`config.mk`:
```
export PLATFORM = sky130hd
export DESIGN_NAME = ball_collision_arbiter
export DESIGN_NICKNAME = d
export VERILOG_FILES = /design/src/rtl/ball_collision_arbiter.sv
export SDC_FILE = /design/constraint.sdc
export NUM_CORES = 1
export LEC_CHECK = 0
export ABC_AREA = 1
export CORE_UTILIZATION = 45
export CTS_CLUSTER_DIAMETER = 100
export DETAILED_ROUTE_END_ITERATION = 10
export DONT_BUFFER_PORTS = 1
export HOLD_SLACK_MARGIN = 0.06
export PLACE_DENSITY_LB_ADDON = 0.3
export SLEW_MARGIN = 30
export SYNTH_ARGS = -nofsm -noshare
export SYNTH_HDL_FRONTEND = slang
export SYNTH_SLANG_ARGS = --single-unit
```
`constraint.sdc`:
```
create_clock -name clk -period 2.1 [get_ports clk]
set_input_delay 0.42 -clock clk [delete_from_list [all_inputs] [get_ports clk]]
set_output_delay 0.42 -clock clk [all_outputs]
set_load 0.02 [all_outputs]
```
`src/rtl/ball_collision_arbiter.sv`:
```
// Fixed-priority collision arbiter: grants at most one collision per frame.
// The spring and bumper sources carry per-frame cooldowns so a resting ball is not re-kicked.
module ball_collision_arbiter #(
  parameter int unsigned NUM_SRC         = 6,
  parameter int unsigned SPRING_IDX      = 2,
  parameter int unsigned BUMPER_IDX      = 4,
  parameter int unsigned SPRING_COOLDOWN = 5,
  parameter int unsigned BUMPER_COOLDOWN = 40,
  parameter int unsigned CNT_W           = 8
) (
  input  logic               clk,
  input  logic               reset,
  input  logic               startOfFrame,
  input  logic               pause,
  input  logic               reset_level,
  input  logic [NUM_SRC-1:0] col_req,
  input  logic [3:0]         hitEdgeCode,
  output logic               grant_valid,
  output logic [NUM_SRC-1:0] grant,
  output logic [3:0]         grant_edge,
  output logic               frame_locked,
  output logic [CNT_W-1:0]   drop_count
);

  typedef enum logic {IDLE, LOCKED} state_t;

  state_t             state;
  logic [CNT_W-1:0]   springCd;
  logic [CNT_W-1:0]   bumperCd;
  logic [NUM_SRC-1:0] cooling;
  logic [NUM_SRC-1:0] eligible;
  logic [NUM_SRC-1:0] winner;
  logic               grantNow;

  always_comb begin
    cooling             = '0;
    cooling[SPRING_IDX] = (springCd != '0);
    cooling[BUMPER_IDX] = (bumperCd != '0);
    eligible            = col_req & ~cooling;
    // Isolate the lowest set bit: bit 0 has the highest priority.
    winner              = eligible & (~eligible + NUM_SRC'(1));
    grantNow            = (state == IDLE) && !pause && !startOfFrame && (eligible != '0);
  end

  assign frame_locked = (state == LOCKED);

  always_ff @(posedge clk) begin
    if (reset) begin
      state       <= IDLE;
      springCd    <= '0;
      bumperCd    <= '0;
      grant_valid <= 1'b0;
      grant       <= '0;
      grant_edge  <= '0;
      drop_count  <= '0;
    end else if (reset_level) begin
      state       <= IDLE;
      springCd    <= '0;
      bumperCd    <= '0;
      grant_valid <= 1'b0;
      grant       <= '0;
      grant_edge  <= '0;
    end else if (pause) begin
      grant_valid <= 1'b0;
    end else begin
      grant_valid <= grantNow;
      if (startOfFrame) begin
        state      <= IDLE;
        grant      <= '0;
        grant_edge <= '0;
        if (springCd != '0) springCd <= springCd - CNT_W'(1);
        if (bumperCd != '0) bumperCd <= bumperCd - CNT_W'(1);
      end else if (grantNow) begin
        state      <= LOCKED;
        grant      <= winner;
        grant_edge <= hitEdgeCode;
        if (winner[SPRING_IDX]) springCd <= CNT_W'(SPRING_COOLDOWN);
        if (winner[BUMPER_IDX]) bumperCd <= CNT_W'(BUMPER_COOLDOWN);
      end
      if (!startOfFrame && (col_req != '0) && !grantNow && (drop_count != '1))
        drop_count <= drop_count + CNT_W'(1);
    end
  end

endmodule

```
==> results of run 1 <==
## cells by family after synthesis
family	Yosys count
XOR/XNOR	6
flip-flops	36
AND/OR/NAND/NOR	187
buffers and inverters	57
AO/OA/AOI/OAI	33
adder cells (fa/ha/maj)	5
## worst max path at each step
stage / startpoint / endpoint / slack, ns / cells after the start
after detailed placement: springCd[0] / grant[3] / 0.26 / 12
after global placement: springCd[0] / grant[3] / 0.31 / 12
after floorplan: drop_count[0] / drop_count[0] / 0.43 / 9
final: springCd[0] / grant[3] / 0.25 / 12
after CTS: springCd[0] / grant[3] / 0.24 / 12
after global routing: springCd[0] / grant[3] / 0.02 / 12
## power breakdown
| part | total (W) | internal (W) | leakage [nW] | switching, W |
|---|---|---|---|---|
| Sequential | 0.000704 | 0.000691 | 0.291 | 0.0000133 |
| Combinational | 0.000157 | 0.0000505 | 0.677 | 0.000107 |
| Clock | 0.000492 | 0.000231 | 0.0479 | 0.000261 |
| Total | 0.00135 | 0.000973 | 1.02 | 0.000381 |
## state kept, by name, indices dropped and copies added, names as in the netlist
name and flops:
bumperCd 8, drop_count 8, frame_locked 1, grant 6, grant_edge 4, grant_valid 1
springCd 8
## layout by cell type, fill, tap and decap left out
cell type | synthesis | final
xnor2_1 | 1 | 1
a21oi_2 | 2 | 2
nand2_4 | 4 | 4
nor2_4 | 4 | 4
nor4_1 | 1 | 1
nor3_1 | 4 | 4
a21oi_1 | 20 | 20
clkinv_4 | 0 | 1
nand3b_1 | 1 | 1
o21ai_1 | 1 | 1
nand2_8 | 1 | 1
nand4_1 | 27 | 27
nand3_4 | 2 | 2
clkbuf_8 | 0 | 5
clkinv_1 | 3 | 3
o21ai_0 | 8 | 8
clkinv_2 | 0 | 2
ha_1 | 5 | 5
nand3_2 | 1 | 1
dfxtp_1 | 36 | 36
inv_1 | 42 | 42
nor3_4 | 1 | 1
nor2_1 | 32 | 32
nand3_1 | 20 | 20
nand2_1 | 73 | 73
a31oi_1 | 1 | 1
xor2_1 | 5 | 5
or2_2 | 2 | 2
inv_2 | 2 | 2
and3_1 | 1 | 1
o21ai_4 | 1 | 1
buf_4 | 0 | 8
nand2_2 | 10 | 10
nor2_2 | 3 | 3
## worst register-to-register path, stage by stage, from the launching register on
cell and delay, ns:
dfxtp_1 0.36, inv_1 0.08, ha_1 0.19, nand3_1 0.13, nor2_4 0.06, a21oi_2 0.15, nand2_2 0.08, nand2_4 0.17
nand2_8 0.15, nand2_4 0.19, nand2_1 0.08, nand2_1 0.06, nor2_1 0.04
## routing by layer
metal	vias to the layer above	global-route usage (%)	wire, um
met2	30	32.2	2290
met4	0	5.66	14
li1	1056	-	-
met5	-	0	0
met1	920	24.4	2230
met3	2	4.03	145
## final cells by class
type,count,area (sq um)
clock buffers,5,68.8
clock inverters,3,18.8
fillers,484,2360
inverters,47,176
multi-input cells,231,1270
flip-flops and latches,36,721
well taps,67,83.8
repair buffers,8,60.1
## per-stage QoR
step | hold WS, ns | area, sq um
floorplan | 0.498 | 2220
global placement | 0.492 | 2310
detailed placement | 0.492 | 2310
CTS | 0.184 | 2400
global route | 0.174 | 2400
finish | 0.195 | 2400
==> flow_metrics.py, run 1 <==
metrics = {
    "placement": {
        "dp_hpwl_mm": 3.39,
        "buffer_ports.inserted": 0,
        "replace_congestion": 0.791,
        "place.detailed.instances": 389,
        "preCtsSetupSlack_ns": 0.259,
    },
    "drt": {
        "wl_per_cell_um": 11.8,
        "detailroute.via_count": 2008,
        "route.detailed.drc": 0,
        "route.detailed.vias_per_inst": 5.06,
        "detail_route.iter0.violations": 130,
        "ant_nets": 0,
        "route.final.wire_length_mm": 4.68,
        "drt_pass1_iterations": 4,
    },
    "synth": {
        "syn-num-nets": 344,
        "synth.area.top_cells": "dfxtp_1 32%, nand2_1 12%, nand4_1 7.6%, inv_1 7.1%, nor2_1 5.4%",
        "yosys-top-cells-count": "73 x nand2_1, 42 x inv_1, 36 x dfxtp_1",
        "synth_simple_gate_area_share_pct": 43.5,
        "ys.warnings.count": 0,
        "synth.area.mux_share_pct": 0,
        "postSynthRegisterBits": 36,
        "ys.flop_type": "dfxtp_1",
        "synth-seq-area-share_pct": 32.4,
        "synth_most_common_cell": "nand2_1",
        "async_reset_ff_share_pct": 0,
        "synthesized_area_fraction_occupied_by_xor_and_xnor_cells_pct": 2.36,
        "synth_top_cell_by_area": "dfxtp_1",
        "synth_top_family_by_area": "simple AND/OR/NAND/NOR gates",
        "synth_top_area_share_pct": 32.4,
        "synthCells": 324,
        "synth_compound_area_share_pct": 8.32,
        "synthAdderAreaFrac_pct": 2.81,
        "mappedNetlistArea_sq_um": 2220,
        "yosys.cell_types.count": 35,
        "synth_enable_flop_cells": 0,
        "mean_syn_cell_area_sq_um": 6.87,
    },
    "setup_path": {
        "worst-path-buf-inv": 1,
        "rr_endpoint": "grant[3]",
        "slowest_cp_cell": "dfxtp_1",
        "ff2ff_setup_slack_ns": 0.25,
        "kind_of_critical_path": "reg2reg",
        "crit-reg2reg-launch": "springCd[0]",
        "worst-path-max-fanout": 19,
        "reg2reg_depth": 12,
        "worst_setup_path_start_kind": "flop",
        "cp.required_ns": 2.29,
        "worst_setup_path_end_kind": "flop",
        "worst-endpoint-arrival_ns": 2.04,
        "maximum_single_stage_delay_on_the_critical_path_ns": 0.36,
        "cp_cell_sequence": "inv_1 -> ha_1 -> nand3_1 -> nor2_4 -> a21oi_2 -> nand2_2 -> nand2_4 -> nand2_8 -> nand2_4 -> nand2_1 -> nand2_1 -> nor2_1",
        "path_delay_family": "simple AND/OR/NAND/NOR gates",
    },
    "grt": {
        "pin_count_of_the_biggest_net_entering_global_routing": 21,
        "grt_pass1_vias": 1895,
        "grt_antenna_before_repair": 0,
        "global_route_wire_length_before_repair_mm": 8.01,
        "grt_util_all_layers_pct": 19.1,
        "overflow": 0,
    },
    "clocking": {
        "post_cts_resized": 0,
        "clock_tree.buffer_depth": 2,
        "cts.reportedPaths.clkPinSlew_ns": 0.08,
        "holdBufCountCts": 0,
        "cts_tree": "yes",
        "cts-root-buf": "clkbuf_8",
        "sinks_on_clock_net": 36,
        "post-cts-setup-buffer-count": 0,
        "tritoncts.num_buffers": 5,
        "clkLatencyLatePin_ns": 0.29,
        "htreeDepth": 2,
    },
    "flow_run": {
        "max-cap-violations": 0,
    },
    "sta": {
        "slew_violations": 0,
        "timing.final.hold_violations": 0,
        "final.min_clock_period_ns": 1.85,
        "period_share_pct": 88.1,
        "fin_worst_skew_ns": 0.00695,
        "max_slew_margin_pct": 53.2,
        "report.final.setup_viol": 0,
        "upper_clock_frequency_limit_mhz": 541,
        "fin_tns_setup_ns": 0,
        "worst_slack_ns": 0.251,
        "setup_repair_after_global_routing_missed_its_margin": "false",
        "max_slew.worst_pin.slew_ns": 0.698,
    },
    "finish": {
        "stdcell_count": 397,
        "fraction_of_layout_instances_using_a_drive_strength_above_1_pct": 14.8,
        "layout.nets": 349,
        "post-route-util_pct": 50.4,
        "syn2layout_area_growth_pct": 7.76,
        "antenna_cells": 0,
    },
    "floorplanning": {
        "die_x_um": 72.3,
        "fp.coreArea_sq_um": 4750,
        "design.die.area_sq_um": 5230,
        "floorplan.initialDensity_pct": 46.8,
        "die_h_um": 72.3,
        "rows": 25,
        "ioPinCount": 35,
    },
    "pwr": {
        "vdd_drop_max_v": 0.000350,
        "report.power.total_w": 0.00135,
        "power_per_cell_area_nw_per_um2": 565,
        "leakagePower_nw": 1.02,
    },
    "worst_hold_path": {
        "min-delay-start": "reset",
        "whs_path_depth": 1,
        "min_delay_worst_endpoint": "drop_count[1]",
        "worstHoldPathType": "in2reg",
    },
    "run_status": {
        "outcome": "completed",
    },
}
Power figures use the tool's default switching activity.
==> run 2: changes to the inputs <==
Settings changed: GPL_TIMING_DRIVEN set to 0, RECOVER_POWER set to 100.
==> run 2 against run 1 <==
Against the previous run:
- wire length up 4.0%
- first-iteration DRC count is 21% lower
- highest routed layer unchanged
- sequential cell count did not move
- via count grew 0.95%
- critical path depth decreased by 3
- die area unchanged
- hold slack is essentially flat
- combinational power is 6% higher
==> flow_metrics.py, run 2 (same netlist as run 1, synthesis figures left out) <==
metrics = {
    "grt": {
        "global_route_wire_length_before_repair_mm": 8.27,
        "pin_count_of_the_biggest_net_entering_global_routing": 13,
        "grt_pass1_vias": 1876,
        "grt_util_all_layers_pct": 20.4,
        "overflow": 0,
        "grt_antenna_before_repair": 0,
    },
    "sta": {
        "report.final.setup_viol": 0,
        "max_slew_margin_pct": 64.2,
        "fin_tns_setup_ns": 0,
        "fin_worst_skew_ns": 0.00482,
        "worst_slack_ns": 0.171,
        "slew_violations": 0,
        "max_slew.worst_pin.slew_ns": 0.538,
        "setup_repair_after_global_routing_missed_its_margin": "false",
        "upper_clock_frequency_limit_mhz": 518,
        "final.min_clock_period_ns": 1.93,
        "timing.final.hold_violations": 0,
        "period_share_pct": 91.9,
    },
    "pwr": {
        "leakagePower_nw": 0.996,
        "power_per_cell_area_nw_per_um2": 624,
        "vdd_drop_max_v": 0.000333,
    },
    "drt": {
        "wl_met1_mm": 2.24,
        "route.final.wire_length_mm": 4.87,
        "route.detailed.vias_per_inst": 5.08,
        "drt_pass1_iterations": 4,
        "total_met2_wirelength_after_detailed_routing_mm": 2.28,
        "detailroute.via_count": 2027,
        "ant_nets": 0,
        "wl_per_cell_um": 12.2,
        "detail_route.iter0.violations": 103,
        "route.detailed.drc": 0,
        "met3_length_um": 210,
        "maxUsedRoutingLayer": "met4",
    },
    "floorplanning": {
        "ioPinCount": 35,
        "fp.coreArea_sq_um": 4750,
        "design.die.area_sq_um": 5230,
        "die_h_um": 72.3,
        "rows": 25,
        "floorplan.initialDensity_pct": 46.8,
        "die_x_um": 72.3,
    },
    "clocking": {
        "sinks_on_clock_net": 36,
        "clock_tree.buffer_depth": 2,
        "tritoncts.num_buffers": 5,
        "post_cts_resized": 0,
        "cts_tree": "yes",
        "cts.reportedPaths.clkPinSlew_ns": 0.07,
        "post-cts-setup-buffer-count": 0,
        "holdBufCountCts": 0,
        "clkLatencyLatePin_ns": 0.30,
        "cts-root-buf": "clkbuf_8",
        "htreeDepth": 2,
    },
    "finish": {
        "commonest_cells_after_routing_fill_and_taps_aside": "75 x nand2_1, 42 x inv_1, 36 x dfxtp_1",
        "fraction_of_layout_instances_using_a_drive_strength_above_1_pct": 12.7,
        "layout.nets": 351,
        "final_common_cell": "nand2_1",
        "layout_top_registers": "bumperCd (8), drop_count (8), springCd (8)",
        "syn2layout_area_growth_pct": 7.09,
        "antenna_cells": 0,
    },
    "setup_path": {
        "slowest_cp_cell": "dfxtp_1",
        "worst-path-max-fanout": 9,
        "cp.required_ns": 2.26,
        "ff2ff_setup_slack_ns": 0.17,
        "critical-path-top-cell-by-count": "nand2_1",
        "crit-reg2reg-launch": "drop_count[0]",
        "maximum_single_stage_delay_on_the_critical_path_ns": 0.41,
        "reg2reg_depth": 9,
        "cp_cell_sequence": "ha_1 -> nand2_1 -> nor2_1 -> nand3_1 -> nand2_1 -> nor3_4 -> nand3_2 -> nand2_1 -> a21oi_1",
        "worst-endpoint-arrival_ns": 2.09,
        "kind_of_critical_path": "reg2reg",
        "worst_setup_path_start_kind": "flop",
        "worst_setup_path_end_kind": "flop",
        "worst-path-buf-inv": 0,
        "rr_endpoint": "drop_count[5]",
        "path_delay_family": "simple AND/OR/NAND/NOR gates",
    },
    "placement": {
        "preCtsSetupSlack_ns": 0.0985,
        "buffer_ports.inserted": 0,
        "dp_hpwl_mm": 3.42,
        "replace_congestion": 0.842,
    },
    "worst_hold_path": {
        "min_delay_worst_endpoint": "grant_valid",
        "worstHoldPathType": "in2reg",
        "min-delay-start": "pause",
        "whs_path_depth": 1,
    },
    "flow_run": {
        "max-cap-violations": 0,
    },
    "run_status": {
        "outcome": "completed",
    },
}
-- run 2: cell count changes in the layout (fill, tap and decap cells not counted), moves of 2 or more --
cell	before	now
nor2_4	4	2
nand2_1	73	75
nor2_1	32	34
nand3_2	1	3
clkbuf_1	0	5
buf_2	0	3
buf_4	8	0
-- run 2: worst register-to-register path, delay by kind of cell (launching register included) --
family	cells	cell delay, ns
DFF	1	0.41
and+or+nand+nor	7	1.04
AOI/OAI and AO/OA	1	0.07
adders and majority gates	1	0.27
-- run 2: area by class of cell --
cell class	instances	area, sq um
Fill cell	506	2370
Multi-Input combinational cell	231	1240
Buffer	10	48.8
Clock buffer	5	68.8
Inverter	47	176
Clock inverter	3	42.5
Tap cell	67	83.8
Sequential cell	36	721
-- run 2: metal layers --
metal | vias up | track usage [%]
met5 | - | 0
met4 | 0 | 10.5
met3 | 10 | 4.31
met2 | 47 | 32.6
met1 | 911 | 25.8
li1 | 1059 | -
-- run 2: power by group --
| part | switching [W] | internal [W] | total [W] |
|---|---|---|---|
| clock network | 0.000264 | 0.000351 | 0.000615 |
| logic | 0.000115 | 0.0000508 | 0.000166 |
| registers | 0.0000154 | 0.000691 | 0.000707 |
| total | 0.000394 | 0.00109 | 0.00149 |
-- run 2: stage by stage --
step | area (sq um) | utilization (%) | instances | hold WS (ns) | power [W]
2_1_floorplan | 2220 | - | 324 | 0.498 | 0.000861
3_3_place_gp | 2310 | 48.6 | 391 | 0.502 | 0.000894
3_5_place_dp | 2310 | 48.6 | 391 | 0.503 | 0.000895
4_1_cts | 2420 | 50.9 | 399 | 0.186 | 0.00151
5_1_grt | 2380 | 50.1 | 399 | 0.188 | 0.00155
6_report | 2380 | 50.1 | 399 | 0.194 | 0.00149
-- run 2: how the worst max path moves through the flow --
| stage | depth (start not counted) | to | from | slack, ns |
|---|---|---|---|---|
| floorplan | 9 | drop_count[0] | drop_count[0] | 0.43 |
| global placement | 9 | drop_count[7] | drop_count[0] | 0.11 |
| detailed placement | 9 | drop_count[5] | drop_count[0] | 0.1 |
| CTS | 9 | drop_count[5] | drop_count[0] | 0.08 |
| global route | 10 | bumperCd[3] | bumperCd[0] | 0.007 |
| finish | 9 | drop_count[5] | drop_count[0] | 0.17 |
